File: config.mk
export PLATFORM = sky130hd
export DESIGN_NAME = slv_arbiter
export DESIGN_NICKNAME = d
export VERILOG_FILES = /design/src/rtl/slv_arbiter.sv
export SDC_FILE = /design/constraint.sdc
export NUM_CORES = 1
export LEC_CHECK = 0
export ABC_AREA = 1
export BUFFER_PORTS_ARGS = -buffer_cell sky130_fd_sc_hd__buf_4
export CAP_MARGIN = 20
export CORE_AREA = 2 2 88 90
export CTS_BUF_LIST = sky130_fd_sc_hd__clkbuf_16
export DETAILED_ROUTE_END_ITERATION = 6
export DIE_AREA = 0 0 90 92
export PLACE_DENSITY = 0.74
export SKIP_LAST_GASP = 1
export SLEW_MARGIN = 10
export SYNTH_ARGS = -nofsm -noshare
export SYNTH_HDL_FRONTEND = slang
export SYNTH_SLANG_ARGS = --single-unit
File: constraint.sdc
create_clock -name clk_i -period 3.3 [get_ports clk_i]
set_input_delay 0.495 -clock clk_i [delete_from_list [all_inputs] [get_ports clk_i]]
set_output_delay 0.495 -clock clk_i [all_outputs]
set_load 0.01 [all_outputs]
File: src/rtl/slv_arbiter.sv
// slv_arbiter: three-channel beat arbiter with burst ownership feeding one
// registered output stage. A burst owner keeps the grant until its length
// is exhausted or the channel is disabled.
// Build option: define SLV_ARB_RR_EN for round-robin tie-breaking among equal
// priorities. When it is undefined, ties go to channel 0, then 1, then 2.
module slv_arbiter #(
  parameter int DATA_WIDTH = 32
) (
  input  logic                  clk_i,
  input  logic                  rst_i,
  input  logic                  slv0_req_i,
  input  logic [DATA_WIDTH-1:0] slv0_data_i,
  input  logic [1:0]            slv0_prio_i,
  input  logic [2:0]            slv0_len_i,
  input  logic                  slv0_en_i,
  output logic                  slv0_ack_o,
  input  logic                  slv1_req_i,
  input  logic [DATA_WIDTH-1:0] slv1_data_i,
  input  logic [1:0]            slv1_prio_i,
  input  logic [2:0]            slv1_len_i,
  input  logic                  slv1_en_i,
  output logic                  slv1_ack_o,
  input  logic                  slv2_req_i,
  input  logic [DATA_WIDTH-1:0] slv2_data_i,
  input  logic [1:0]            slv2_prio_i,
  input  logic [2:0]            slv2_len_i,
  input  logic                  slv2_en_i,
  output logic                  slv2_ack_o,
  output logic                  a2f_val_o,
  output logic [1:0]            a2f_id_o,
  output logic [DATA_WIDTH-1:0] a2f_data_o,
  input  logic                  f2a_rdy_i
);

  typedef enum logic {
    IDLE  = 1'b0,
    BURST = 1'b1
  } state_t;

  state_t                r_state;
  state_t                w_state_nxt;
  logic [1:0]            r_owner;
  logic [1:0]            w_owner_nxt;
  logic [2:0]            r_remaining;
  logic [2:0]            w_remaining_nxt;
  logic                  r_val;
  logic [1:0]            r_id;
  logic [DATA_WIDTH-1:0] r_data;

  logic [2:0]            w_req;
  logic [2:0]            w_en;
  logic [2:0]            w_elig;
  logic [1:0]            w_prio [3];
  logic [2:0]            w_len  [3];
  logic [DATA_WIDTH-1:0] w_data [3];

  logic                  w_load;
  logic                  w_any;
  logic [1:0]            w_min_prio;
  logic [1:0]            w_start;
  logic [1:0]            w_ord  [3];
  logic [1:0]            w_win;
  logic                  w_cap;
  logic                  w_cap_g;
  logic [1:0]            w_sel;

`ifdef SLV_ARB_RR_EN
  logic [1:0]            r_rr_last;
  logic [1:0]            w_rr_nxt;
`endif

  // Gather the per-channel ports into indexable form.
  always_comb begin
    w_req     = {slv2_req_i, slv1_req_i, slv0_req_i};
    w_en      = {slv2_en_i, slv1_en_i, slv0_en_i};
    w_elig    = w_req & w_en;
    w_prio[0] = slv0_prio_i;
    w_prio[1] = slv1_prio_i;
    w_prio[2] = slv2_prio_i;
    w_len[0]  = slv0_len_i;
    w_len[1]  = slv1_len_i;
    w_len[2]  = slv2_len_i;
    w_data[0] = slv0_data_i;
    w_data[1] = slv1_data_i;
    w_data[2] = slv2_data_i;
  end

  // Winner search: lowest priority value among eligible channels, ties
  // resolved by scanning from the tie-break start channel.
  always_comb begin
    w_any      = |w_elig;
    w_min_prio = 2'd3;
    if (w_elig[0] && (w_prio[0] < w_min_prio)) w_min_prio = w_prio[0];
    if (w_elig[1] && (w_prio[1] < w_min_prio)) w_min_prio = w_prio[1];
    if (w_elig[2] && (w_prio[2] < w_min_prio)) w_min_prio = w_prio[2];
`ifdef SLV_ARB_RR_EN
    w_start = (r_rr_last == 2'd2) ? 2'd0 : r_rr_last + 2'd1;
`else
    w_start = 2'd0;
`endif
    case (w_start)
      2'd1:    begin w_ord[0] = 2'd1; w_ord[1] = 2'd2; w_ord[2] = 2'd0; end
      2'd2:    begin w_ord[0] = 2'd2; w_ord[1] = 2'd0; w_ord[2] = 2'd1; end
      default: begin w_ord[0] = 2'd0; w_ord[1] = 2'd1; w_ord[2] = 2'd2; end
    endcase
    if (w_elig[w_ord[0]] && (w_prio[w_ord[0]] == w_min_prio))      w_win = w_ord[0];
    else if (w_elig[w_ord[1]] && (w_prio[w_ord[1]] == w_min_prio)) w_win = w_ord[1];
    else                                                          w_win = w_ord[2];
  end

  // Next-state, capture decision and burst bookkeeping.
  always_comb begin
    w_load          = !r_val || f2a_rdy_i;
    w_state_nxt     = r_state;
    w_owner_nxt     = r_owner;
    w_remaining_nxt = r_remaining;
    w_cap           = 1'b0;
    w_sel           = r_owner;
`ifdef SLV_ARB_RR_EN
    w_rr_nxt        = r_rr_last;
`endif
    case (r_state)
      IDLE: begin
        if (w_load && w_any) begin
          w_cap           = 1'b1;
          w_sel           = w_win;
          w_owner_nxt     = w_win;
          w_remaining_nxt = w_len[w_win];
`ifdef SLV_ARB_RR_EN
          w_rr_nxt        = w_win;
`endif
          if (w_len[w_win] != 3'd0) w_state_nxt = BURST;
        end
      end
      BURST: begin
        if (!w_en[r_owner]) begin
          w_state_nxt     = IDLE;
          w_remaining_nxt = 3'd0;
        end else if (w_req[r_owner] && w_load) begin
          w_cap           = 1'b1;
          w_remaining_nxt = r_remaining - 3'd1;
          if (r_remaining == 3'd1) w_state_nxt = IDLE;
        end
      end
      default: w_state_nxt = IDLE;
    endcase
    w_cap_g    = w_cap && !rst_i;
    slv0_ack_o = w_cap_g && (w_sel == 2'd0);
    slv1_ack_o = w_cap_g && (w_sel == 2'd1);
    slv2_ack_o = w_cap_g && (w_sel == 2'd2);
  end

  // FSM and burst registers.
  always_ff @(posedge clk_i) begin
    if (rst_i) begin
      r_state     <= IDLE;
      r_owner     <= '0;
      r_remaining <= '0;
    end else begin
      r_state     <= w_state_nxt;
      r_owner     <= w_owner_nxt;
      r_remaining <= w_remaining_nxt;
    end
  end

`ifdef SLV_ARB_RR_EN
  // Last burst-start winner, seeds the next tie-break scan.
  always_ff @(posedge clk_i) begin
    if (rst_i) r_rr_last <= 2'd2;
    else       r_rr_last <= w_rr_nxt;
  end
`endif

  // Output stage: load on capture, hold while stalled, drop valid when drained.
  always_ff @(posedge clk_i) begin
    if (rst_i) begin
      r_val  <= 1'b0;
      r_id   <= '0;
      r_data <= '0;
    end else if (w_cap) begin
      r_val  <= 1'b1;
      r_id   <= w_sel;
      r_data <= w_data[w_sel];
    end else if (f2a_rdy_i) begin
      r_val  <= 1'b0;
    end
  end

  assign a2f_val_o  = r_val;
  assign a2f_id_o   = r_id;
  assign a2f_data_o = r_data;

endmodule

# Yosys cells after proc, flatten, opt, wreduce, memory -nomap -nowiden
# Index checks and enable logic that the tools add are counted.
# totals
input_bits	120
wordCells	76
out_inout_bits	38
reg_bits	41
# op_classes
eq_ne	7
mux	33
n_addsub	1
bitwise	4
magnitude_cmp	6
n_reduce_logical	19
# ops
cell	count
$bmux 32 s2	1
$mux 32	2
$mux 3	5
$mux 2	7
$mux 1	12
$logic_and 1x1->1	11
$bmux 3 s2	1
$ge 3x3->1 const B	2
$not 2->3	2
$pmux 3 s2	1
$bmux 1 s2	2
$eq 2x2->1	2
$lt 2x2->1	2
$pmux 1 s2	2
$and 3x3->3	1
$eq 3x1->1 const B	1
$lt 2x3->1 const B	1
$ne 3x2->1 const B	1
$reduce_bool 3->1	1
$reduce_or 3->1	1
$sub 3x1->3 const B	1
$eq 2x1->1 const B	1
$eq 2x2->1 const B	1
$logic_not 1->1	2
other kinds (7)	7

# Depth between registers and ports, before layout
# depth
depth_word	21
ltp_mapped	25
ltp_nobuf	24

# Worst setup path before layout
# No wires, ideal clock.
# synth_timing
path_kind	input-to-output
from	in slv0_req_i
to	out slv0_ack_o
stages	20
required_ns	2.805
slack_ns	-0.182
t_arrival_ns	2.987
path_buffers	1
path_cell_list	nand2_1 -> nor2_1 -> ha_1 -> nand2_1 -> nand2_2 -> o21ai_1 -> inv_2 -> ha_1 -> nor2_1 -> nand3_2 -> nand3_1 -> nand2_1 -> nor2_4 -> nand2_4 -> nand2_2 -> nand2_2 -> nand2_4 -> buf_2 -> inv_1 -> nor3_1
# synth_via
elab_chain_cells	17
word_cells_on_any_way	29
cone_classes	order compare (2); eq/ne (2); mux (13); bitwise (1); reduce/logical (11)
# synth_lines
element	line	source
start, declared	11	input logic slv0_req_i,
$and 3x3->3	76	w_elig = w_req & w_en;
$logic_and 1x1->1	93	if (w_elig[0] && (w_prio[0] < w_min_prio)) w_min_prio = w_prio[0];
$mux 2	93	
$lt 2x2->1	94	if (w_elig[1] && (w_prio[1] < w_min_prio)) w_min_prio = w_prio[1];
$logic_and 1x1->1	94	
$mux 2	94	
$lt 2x2->1	95	if (w_elig[2] && (w_prio[2] < w_min_prio)) w_min_prio = w_prio[2];
$logic_and 1x1->1	95	
$mux 2	95	
$eq 2x2->1	107	else if (w_elig[w_ord[1]] && (w_prio[w_ord[1]] == w_min_prio)) w_win = w_ord[1];
$logic_and 1x1->1	107	
$mux 2	107	
$mux 2	106	if (w_elig[w_ord[0]] && (w_prio[w_ord[0]] == w_min_prio)) w_win = w_ord[0];
$mux 2 (2 in a row)	n/a	
$logic_not 2->1	148	slv0_ack_o = w_cap_g && (w_sel == 2'd0);
$logic_and 1x1->1 (*)	148	
end, declared	16	output logic slv0_ack_o,
# Mark *: on every way between the ends. The rest lies on a longest branch, timed or not. The select of a mux whose other input is x is not followed.

# Final worst setup path
# layout_timing
from	in slv0_en_i
to	out slv0_ack_o
# layout_via
elab_chain_cells	17
word_cells_on_any_way	27
cone_classes	order compare (2); eq/ne (2); mux (12); bitwise (1); reduce/logical (10)
# layout_lines
element	line	source
start, declared	15	input logic slv0_en_i,
$and 3x3->3	76	
$logic_and 1x1->1	93	
$mux 2	93	
$lt 2x2->1	94	
$logic_and 1x1->1	94	
$mux 2	94	
$lt 2x2->1	95	
$logic_and 1x1->1	95	
$mux 2	95	
$eq 2x2->1	107	
$logic_and 1x1->1	107	
$mux 2	107	
$mux 2	106	
$mux 2 (2 in a row)	n/a	
$logic_not 2->1	148	
$logic_and 1x1->1 (*)	148	
# Marks and branches as above.

==> out/qor.yml <==
floorplanning:
  io_pins: 158
  row_count: 32
  core_area_sq_mm: 0.007447
  start_util_pct: 38.19
  dieArea_sq_mm: 0.008280
  die_y_um: 92
  dieWidth_um: 90
pwr:
  switchingPower_mw: 0.8811
  power_frac_comb_pct: 48.8
  p_leak_nw: 2.377
  intPower_mw: 1.470
  peakVddDrop_mv: 0.2496
  pwr-share-seq_pct: 28.0
  power_frac_clock_pct: 23.3
  p_sw_share_pct: 37.48
  p_per_area_mw_per_mm2: 508.1
job:
  maxCapViolCount: 0
critical_path:
  path_cells: "buf_8, nand2_4, nor2_4, ha_4, nand2_4, nand2_4, o21ai_4, inv_2, ha_4, nand2_8, nand2_8, nand2_1, nand3_2, nand2_2, nor2_4, nand2_4, nand2_4, nand2_4, nand2_4, inv_2, nor3_2, buf_4"
  cp_common_cell: "nand2_4"
  reg2reg_depth: 16
  critical_path_class: "in -> out"
  end_kind: "output pin"
  r2r_setup_slack_ns: 1.17
  slowest_delay_ns: 0.29
  startpoint_type: "input port"
  crit_slowest_cell: "ha_4"
  cp.arrival_ns: 2.75
  reg2reg_to: "a2f_data_o[9]"
  timing.rr.start: "a2f_val_o"
  cp.required_ns: 2.80
  worstPathMaxFanout: 5
clock_tree:
  cts_tree: "done"
  clkSinkCount: 41
  clkSlewWorstSetupHoldPaths_ns: 0.06
  hold_buffers: 0
  root_buffer: "clkbuf_16"
  htree_levels: 2
  clk_latency_ns: 0.28
  ctsLongestPathBuffers: 2
  cts_buffers: 5
synthesis:
  synth_cells: 476
  ys_seq_area_share_pct: 28.86
  synthFlopType: "dfxtp_1"
  synth.distinct_cells: 25
  synth_top_area_share_pct: 28.86
  synth_most_common_cell: "nand2_1"
  synth_area_sq_mm: 0.002844
  synth_nets: 600
  synth_area_leader_cell: "dfxtp_1"
  ys_top_cells_by_area: "dfxtp_1 29%, nand2_1 16%, nand3_1 15%"
  synth_common_cells: "124 x nand2_1, 87 x nand3_1, 87 x nor2_1"
  ys_seq_elements: 41
  avgSynthCellArea_sq_um: 5.975
  yosysWarnings: 0
  async_flop_share_pct: 0
  synth_edf_count: 0
drt:
  wirelength_um: 9659
  via_per_inst: 4.881
  drtIter0Drc: 123
  first_pass_iters: 4
  wl_per_cell_um: 12.95
  drtAntennaViolNets: 0
  vias: 3641
  route.detailed.drc: 0
placement:
  port-buffer-count: 157
  gp_congestion: 0.8513
  hpwl_um: 7103
  place_area_sq_mm: 0.004200
  preCtsSetupSlack_ns: -0.02454
sta:
  post-route-worst-setup-slack_ns: 0.05583
  worst-slew-pin-transition_ns: 0.6015
  rsz0062_at_grt: "true"
  slew_viol_final: 0
  period_minus_slack_ns: 3.244
  setup_viol: 0
  slew_headroom_pct: 59.90
  skew_ns: 0.003319
  period_share_pct: 98.31
  hold_viol: 0
  fmax_mhz: 308.2
min_path:
  min_path_cells: 2
  worstHoldStart: "rst_i"
  hold_path_class: "in -> reg"
  worstHoldEndpoint: "r_state"
global_routing:
  gr-total-overflow: 0
  grt_max_degree: 69
  antenna_found_initial: 0
  grt_pass1_wl_um: 15020
  grt_usage_pct: 21.89
  grt_pass1_vias: 3288
status:
  outcome: "finished clean"
layout:
  fin_util_pct: 62.13
  fin_area_sq_mm: 0.004627
  diodes: 0
  area_growth_syn_to_layout_pct: 62.69
  drive_above_1_share_pct: 37.42
  fin_nets: 768
[power groups by stage]
stage | registers, mW | clock network (mW) | logic, mW
4_1_cts | 0.658 | 0.550 | 1.11
3_5_place_dp | 0.666 | 0 | 1.09
5_1_grt | 0.671 | 0.572 | 1.28
3_3_place_gp | 0.663 | 0 | 1.07
6_report | 0.657 | 0.547 | 1.15
2_1_floorplan | 0.703 | 0 | 0.637
[layout make-up]
class                   count  area, sq um
clock buffers               5        125.1
multi-input cells         383         1961
flip-flops and latches     41        820.8
repair buffers            188         1464
clock inverters             2        35.03
fillers                   750         2820
inverters                  25        93.84
well taps                 102        127.6
[state kept, by name (all words and copies together) (netlist names)]
name,count
a2f_val_o,1
a2f_id_o,2
r_owner,2
a2f_data_o,32
r_remaining,3
r_state,1
[critical path: cells and delay by family]
kind            cells  cell delay (ns)
buf+inv             4             0.34
compound gates      1             0.17
fa+ha+maj           2             0.51
simple gates       15             1.23
[cell families after synthesis]
kind of cell	share of synthesized area [%]
simple gates	49.41
xor+xnor	0.3080
compound gates	10.60
fa+ha+maj	1.760
buf+inv	9.063
flops	28.86
[how the worst max path moves through the flow]
stage | start | endpoint | slack [ns]
global route | slv0_en_i | slv0_ack_o | -0.1
detailed placement | slv0_req_i | slv0_ack_o | -0.02
floorplan | slv0_req_i | slv2_ack_o | 0.02
finish | slv0_en_i | slv0_ack_o | 0.06
global placement | slv0_req_i | slv2_ack_o | 0.04
CTS | slv0_req_i | slv2_ack_o | 0.03
[timing repair]
item,in CTS,in global routing
resized for setup,1,36
pin swaps,3,26
endpoints found under the setup margin,3,5
setup buffers,3,7
cloned,0,0
[metal layers]
| metal | wire [um] | vias up | track usage [%] |
|---|---|---|---|
| li1 | - | 1877 | - |
| met1 | 3833 | 1612 | 25.35 |
| met2 | 4990 | 132 | 39.66 |
| met3 | 629 | 20 | 4.848 |
| met4 | 206 | 0 | 7.692 |
| met5 | 0 | - | 0 |
[per-stage QoR]
step,setup TNS (ns),std cells,hold slack [ns],total power [mW]
CTS,0,739,0.4104,2.315
detailed placement,-0.04114,729,0.5132,1.757
global placement,0,729,0.5085,1.738
finish,0,746,0.4105,2.351
floorplan,0,476,0.5045,1.340
global route,-0.1884,746,0.4101,2.522
[cell usage in the layout, fill, tap and decap left out, types with 2 or more instances in the layout]
cell type  count
nor3_2         3
inv_1         22
ha_4           2
buf_4        183
nand3_1       81
nand2_2        8
buf_12         3
a21oi_1       11
nand2_1      117
nor2_4         6
nand2_4        9
ha_1           2
nand2_8        2
nand3_2        8
clkbuf_16      5
inv_2          3
o21ai_0       42
dfxtp_1       41
buf_8          2
nor2_1        84
(Power assumes the default switching activity.)
